`src/rtl/rom_fetch_arbiter.sv`:
```
// Arbitrates the byte-wide combinational ROM between the fetch and load ports,
// assembling each request little-endian from single-byte reads.
module rom_fetch_arbiter #(
  parameter int unsigned DATA_BYTES_MAX = 4
) (
  input  logic        clk,
  input  logic        reset,
  input  logic        if_req,
  input  logic [31:0] if_addr,
  output logic        if_ready,
  output logic [31:0] if_data,
  output logic        if_error,
  input  logic        ld_req,
  input  logic [31:0] ld_addr,
  input  logic [1:0]  ld_size,
  output logic        ld_ready,
  output logic [31:0] ld_data,
  output logic        ld_error,
  output logic        busy,
  output logic [31:0] rom_address,
  input  logic [7:0]  rom_read_data,
  input  logic        rom_illegal_address
);

  typedef enum logic [1:0] {S_IDLE, S_READ, S_DONE} state_t;

  localparam logic [1:0] FETCH_LAST = 2'(DATA_BYTES_MAX - 1);

  state_t      state_q;
  logic [31:0] base_q;
  logic [31:0] data_q;
  logic [31:0] rom_address_q;
  logic [1:0]  idx_q;
  logic [1:0]  last_idx_q;
  logic        grant_ld_q;
  logic        last_ld_q;
  logic        err_q;
  logic        if_ready_q, ld_ready_q;
  logic        if_error_q, ld_error_q;
  logic        busy_q;

  logic        grant_ld_d;
  logic [1:0]  last_idx_d;
  logic [31:0] data_d;
  logic        err_d;

  always_comb begin
    grant_ld_d = ld_req;
    // Tie goes to whoever was not served last.
    if (if_req && ld_req) grant_ld_d = ~last_ld_q;

    last_idx_d = FETCH_LAST;
    if (grant_ld_d) begin
      case (ld_size)
        2'd0:    last_idx_d = 2'd0;
        2'd1:    last_idx_d = 2'd1;
        default: last_idx_d = 2'd3;
      endcase
    end

    data_d = data_q;
    for (int unsigned b = 0; b < 4; b++) begin
      if (idx_q == 2'(b)) data_d[8*b +: 8] = rom_read_data;
    end

    err_d = err_q | rom_illegal_address;
  end

  always_ff @(posedge clk or posedge reset) begin
    if (reset) begin
      state_q       <= S_IDLE;
      base_q        <= '0;
      data_q        <= '0;
      rom_address_q <= '0;
      idx_q         <= '0;
      last_idx_q    <= '0;
      grant_ld_q    <= 1'b0;
      last_ld_q     <= 1'b1;
      err_q         <= 1'b0;
      if_ready_q    <= 1'b0;
      ld_ready_q    <= 1'b0;
      if_error_q    <= 1'b0;
      ld_error_q    <= 1'b0;
      busy_q        <= 1'b0;
    end else begin
      case (state_q)
        S_IDLE: begin
          if (if_req || ld_req) begin
            grant_ld_q <= grant_ld_d;
            base_q     <= grant_ld_d ? ld_addr : if_addr;
            idx_q      <= '0;
            data_q     <= '0;
            busy_q     <= 1'b1;
            if (grant_ld_d && ld_size == 2'd3) begin
              err_q      <= 1'b1;
              ld_ready_q <= 1'b1;
              ld_error_q <= 1'b1;
              state_q    <= S_DONE;
            end else begin
              err_q         <= 1'b0;
              last_idx_q    <= last_idx_d;
              rom_address_q <= grant_ld_d ? ld_addr : if_addr;
              state_q       <= S_READ;
            end
          end
        end
        S_READ: begin
          data_q <= data_d;
          err_q  <= err_d;
          if (idx_q == last_idx_q) begin
            rom_address_q <= '0;
            state_q       <= S_DONE;
            if (grant_ld_q) begin
              ld_ready_q <= 1'b1;
              ld_error_q <= err_d;
            end else begin
              if_ready_q <= 1'b1;
              if_error_q <= err_d;
            end
          end else begin
            idx_q         <= idx_q + 2'd1;
            rom_address_q <= base_q + 32'(idx_q) + 32'd1;
          end
        end
        S_DONE: begin
          if_ready_q <= 1'b0;
          ld_ready_q <= 1'b0;
          if_error_q <= 1'b0;
          ld_error_q <= 1'b0;
          busy_q     <= 1'b0;
          idx_q      <= '0;
          last_ld_q  <= grant_ld_q;
          state_q    <= S_IDLE;
        end
        default: state_q <= S_IDLE;
      endcase
    end
  end

  assign if_ready    = if_ready_q;
  assign ld_ready    = ld_ready_q;
  assign if_error    = if_error_q;
  assign ld_error    = ld_error_q;
  assign if_data     = data_q;
  assign ld_data     = data_q;
  assign busy        = busy_q;
  assign rom_address = rom_address_q;

endmodule

```
`config.mk`:
```
export PLATFORM = sky130hd
export DESIGN_NAME = rom_fetch_arbiter
export DESIGN_NICKNAME = d
export VERILOG_FILES = /design/src/rtl/rom_fetch_arbiter.sv
export SDC_FILE = /design/constraint.sdc
export NUM_CORES = 1
export LEC_CHECK = 0
export ABC_CLOCK_PERIOD_IN_PS = 7000
export CORE_MARGIN = 1
export CORE_UTILIZATION = 35
export CTS_CLUSTER_SIZE = 40
export DETAILED_ROUTE_END_ITERATION = 6
export HOLD_SLACK_MARGIN = 0.12
export SLEW_MARGIN = 10
export SYNTH_ARGS = -nofsm -noshare
export SYNTH_HDL_FRONTEND = slang
export SYNTH_SLANG_ARGS = --single-unit
```
`constraint.sdc`:
```
create_clock -name clk -period 7 [get_ports clk]
set_clock_uncertainty 0.15 [all_clocks]
set_input_delay 1.4 -clock clk [delete_from_list [all_inputs] [get_ports clk]]
set_output_delay 1.4 -clock clk [all_outputs]
set_load 0.01 [all_outputs]
```
=== Yosys cells after proc, flatten, opt, wreduce, memory -nomap -nowiden ===
Index checks and enable logic that the tools add are counted.

* $lt $le $gt $ge: 0
* Reduce and logical (&&, ||, !) cells: 23
* Bitwise logic cells: 3
* Multipliers: 0
* Shift operators: 0
* Multiplexer cells: 40
* Equality and inequality tests: 19
* Divide/modulo/power cells: 0
* Add/subtract/negate cells: 3

{| class="wikitable"
|+ Operators by type and width
! kind !! number
|-
| 2-to-1 mux 32 bit || 5
|-
| one-hot mux 32 bit (2 select lines) || 2
|-
| adder 32 x 1 -> 32 bit (second input constant) || 1
|-
| adder 32 x 2 -> 32 bit || 1
|-
| 2-to-1 mux 8 bit || 4
|-
| AND reduction 3 bit || 8
|-
| != test 2 bit (second input constant) || 11
|-
| 2-to-1 mux 1 bit || 14
|-
| 2-to-1 mux 2 bit || 6
|-
| equality test 2 bit (second input constant) || 4
|-
| one-hot mux 1 bit (2 select lines) || 4
|-
| one-hot mux 2 bit (2 select lines) || 2
|-
| AND reduction 2 bit || 4
|-
| equality test 2 x 1 -> 1 bit (second input constant) || 3
|-
| logical NOT 2 bit || 3
|-
| one-hot mux 1 bit (3 select lines) || 2
|-
| one-hot mux 2 bit (3 select lines) || 1
|-
| nonzero test 2 bit || 3
|-
| AND reduction 5 bit || 1
|-
| nonzero test 3 bit || 1
|-
| adder 2 x 1 -> 2 bit (second input constant) || 1
|-
| equality test 2 bit || 1
|-
| logical AND 1 bit || 2
|-
| NOT 1 bit || 2
|-
| 2 further kinds || 2
|}

* Latch bits: 0
* Bits in writable memories: 0
* Output and inout port bits: 101
* Flip-flop bits (word level): 110
* Memories kept: 0
* Bits in read-only memories: 0

=== Longest topological paths before layout ===
* Word-level depth: 6
* Gate-level depth with buffers: 8
* Mapped depth without buffers: 8

=== Worst setup path after synthesis ===
Ideal clock, no wire load.

* Path kind: input -> register
* Start: input ld_req
* End: register rom_address_q[24], in the netlist rom_address[24]
* Stages: 6
* Setup time: 0.126 ns
* Path buffers: 2
* Setup slack: 4.120 ns
* Data arrival time: 2.604 ns
* Cell sequence: a21boi_0 > buf_2 > buf_2 > mux2i_1 > nor3_1 > a221o_1

* Cells in the longest elaborated chain, start to end: 6
* Elaborated cells on any way between the ends: 11
* Classes of those cells: eq/ne: 2; mux: 5; reduce/logical: 4

{| class="wikitable"
|+ Ends and longest elaborated chain
! item !! line !! text
|-
| start: declaration || 13 || <nowiki>input logic ld_req,</nowiki>
|-
| logical AND 1 bit || 50 || <nowiki>if (if_req && ld_req) grant_ld_d = ~last_ld_q;</nowiki>
|-
| 2-to-1 mux 1 bit || 50 ||
|-
| 2-to-1 mux 32 bit || 102 || <nowiki>rom_address_q <= grant_ld_d ? ld_addr : if_addr;</nowiki>
|-
| 2-to-1 mux 32 bit || 94 || <nowiki>if (grant_ld_d && ld_size == 2'd3) begin</nowiki>
|-
| 2-to-1 mux 32 bit || 88 || <nowiki>if (if_req || ld_req) begin</nowiki>
|-
| one-hot mux 32 bit (2 select lines) || 86 || <nowiki>case (state_q)</nowiki>
|-
| end signal: assignment || 102 ||
|-
| end signal: assignment || 122 || <nowiki>rom_address_q <= base_q + 32'(idx_q) + 32'd1;</nowiki>
|-
| end: declaration || 32 || <nowiki>logic [31:0] rom_address_q;</nowiki>
|}

Several ways; a longest one is shown, not always the timed one. The select of a mux whose other input is x is not followed.
A chain may end at the register's enable or synchronous reset.

=== Worst setup path after layout ===
* Start: input if_req
* End: register rom_address_q[27], in the netlist rom_address[27]

* Cells in the longest elaborated chain, start to end: 6
* Elaborated cells on any way between the ends: 11
* Classes of those cells: eq/ne: 2; mux: 5; reduce/logical: 4

{| class="wikitable"
|+ Ends and longest elaborated chain
! item !! line !! text
|-
| start: declaration || 8 || <nowiki>input logic if_req,</nowiki>
|-
| logical AND 1 bit || 50 ||
|-
| 2-to-1 mux 1 bit || 50 ||
|-
| 2-to-1 mux 32 bit || 102 ||
|-
| 2-to-1 mux 32 bit || 94 ||
|-
| 2-to-1 mux 32 bit || 88 ||
|-
| one-hot mux 32 bit (2 select lines) || 86 ||
|}

Several ways; a longest one is shown, not always the timed one. The select of a mux whose other input is x is not followed.

==> summary.md <==
| Metric | Value |
|---|---|
| Seq/Total Area, Yosys | `47.2%` |
| Tot Pwr | `3.69 mW` |
| Routed WL | `15.4 mm` |
| Setup-failing EPs final | `0` |
| Top FF cell, synth | `dfrtp_1` |
| DP Area | `0.00759 mm2` |
| Vias/cell | `5.24` |
| Layout cells sized above 1 | `5.30%` |
| H-tree depth reported by CTS | `3` |
| Vias in the first global route | `4677` |
| Pin count of the biggest net entering global routing | `69` |
| Worst skew pair latency | `0.36 ns` |
| Post-CTS Resized | `0` |
| # nets final | `799` |
| Fin worst setup slack | `3.39 ns` |
| Vias | `4892` |
| CP endpoint kind | `flip-flop` |
| Flops & latches, synth | `110` |
| P_sw | `1.51 mW` |
| WL/cell | `16.5 um` |
| Hold-fix buffers at CTS | `0` |
| Total Die Area | `0.0172 mm2` |
| Period minus WS final | `3.61 ns` |
| Worst EP arrival | `3.71 ns` |
| DRT antenna net count | `0` |
| Mapped Avg Cell Area | `10.0 um2` |
| Port Buffers | `179` |
| Worst-margin pin slew | `1.09 ns` |
| Slew Viols, Final | `0` |
| Final hold violations | `0` |
| Row count | `46` |
| Drt drc | `0` |
| Area Overhead vs Synth | `35.2%` |
| Initial antenna violation count | `0` |
| CP required | `7.10 ns` |
| Starting Density | `36.4%` |
| Clock power share | `14.7%` |
| First-pass detailed-route iteration total | `4` |
| Internal Power | `2.18 mW` |
| Placed Cells | `917` |
| 1st-iter DRT viols | `313` |
| Share of the core filled with cells | `49.2%` |
| Most frequent cells in the layout | `179 x clkdlybuf4s50_1, 109 x dfrtp_1, 53 x o21ai_0` |
| R2R cell count | `8` |
| Antenna cell count | `0` |
| Worst hold path depth | `2` |
| Slew Limit Headroom | `27.3%` |
| Max clock buf depth | `2` |
| Worst Setup Start Kind | `input pin` |
| Post-synth ARST share | `100%` |
| Post-Syn Nets | `670` |
| Tot GR Track Use | `18.4%` |
| # fillers | `1440` |
| Global-route wire length before repair | `25.2 mm` |
| EDFF count, synth | `0` |
| Synth Cell Area | `0.00584 mm2` |
| Congestion Overflow GR | `0` |
| Type of the worst setup path | `in2reg` |
| I/O pin total | `180` |
| Syn. warnings | `0` |
| Switching Share | `40.9%` |
| Clk sinks | `110` |
| Die W | `131 um` |
| Clk root buf | `clkbuf_16` |
| Final non-filler cell total | `933` |
| Post-synth cell types | `57` |
| Combinational share of power | `51.4%` |
| Die H | `131 um` |
| CP Max Fanout | `44` |
| Commonest non-fill, non-tap cell in the layout | `clkdlybuf4s50_1` |
| PwrDens | `468 mW/mm2` |
| Leak pwr | `3.27 nW` |
| Dpl ws | `2.99 ns` |
| CTS buffer count | `9` |
| HPWL after DPL | `11.1 mm` |
| Peak supply drop | `0.180 mV` |
| Core ar. | `0.0161 mm2` |
| Fin crit share | `51.6%` |
| Post-Syn Instances | `583` |
| Clk pin slew, worst setup/hold paths | `0.07 ns` |
| Cell area after layout | `0.00790 mm2` |
| Fmax | `0.277 GHz` |
| TritonCTS clock tree | `yes` |
| Final GP Congestion | `0.795` |
| Worst hold slack | `0.340 ns` |
| Postcts setup bufs | `0` |
| Setup TNS | `0 ns` |
| Sequential power share | `33.9%` |
| Status | `finished, final reports clean` |
| Max-cap viol count | `0` |
| Hold Path Class | `reg2reg` |
| Unrepaired setup endpoints after global routing | `no` |
## cell families after synthesis
family | share of synthesized area, %
xor+xnor | 3.60
mux | 6.02
flops | 47.2
compound gates | 19.0
simple gates | 14.7
fa+ha+maj | 1.84
buf+inv | 7.67
## final timing paths
check                               start         endpoint  slack [ns]
worst max-delay path               if_req  rom_address[27]        3.39
worst max register to register   idx_q[0]  rom_address[24]        3.93
max in group asynchronous           reset        base_q[0]        4.15
min in group asynchronous           reset       if_data[0]        1.32
worst min-delay path            base_q[0]        base_q[0]        0.34
worst min register to register  base_q[0]        base_q[0]        0.34
## Yosys cell counts, types with 8 or more instances
cell type,count,area [um2]
nand3_1,17,85.1
o21ai_0,53,265
nor2_1,29,109
o21a_1,14,105
a221o_1,8,80.1
xnor2_1,16,140
nor3_1,16,80.1
buf_4,32,240
dfrtp_1,109,2730
xor2_1,8,70.1
o221ai_1,13,114
nand2_1,52,195
nand4_1,11,68.8
inv_1,20,75.1
a21oi_1,12,60.1
mux2i_1,34,340
clkbuf_1,25,93.8
a22o_1,24,210
## routing by layer
layer  share of wire [%]  global-route usage, %
met1                  47                   25.1
met2                  46                   29.0
met3                 6.4                   4.94
met4                 1.0                   4.31
met5                   0                      0
## critical path: stages
cell and delay (ns):
clkdlybuf4s50_1 0.54, o21ai_0 0.23, a21oi_4 0.91, o21ai_0 0.22
o32a_1 0.39
## power groups by stage
stage / Clock, mW / Sequential, mW / Combinational [mW]
after CTS: 0.551 / 1.25 / 1.92
after detailed placement: 0 / 1.26 / 1.91
after global routing: 0.575 / 1.30 / 2.10
final: 0.543 / 1.25 / 1.90
after floorplan: 0 / 1.24 / 1.17
after global placement: 0 / 1.26 / 1.87
## registers in the layout, summed over array words and instances (netlist names)
register / flops
base_q: 32
if_data: 32
rom_address: 32
idx_q: 2
last_idx_q: 2
state_q: 2
busy: 1
err_q: 1
grant_ld_q: 1
if_error: 1
if_ready: 1
last_ld_q: 1
ld_error: 1
ld_ready: 1
## layout make-up
class	count	area, um2	share of cell area, %
Clock buffer	12	256	3.25
Inverter	20	77.6	0.982
Sequential cell	110	2750	34.9
Clock inverter	4	52.6	0.666
Multi-Input combinational cell	388	2660	33.7
Tap cell	216	270	3.42
Timing Repair Buffer	183	1820	23.1
No activity file was read; power rests on OpenSTA's default activity.
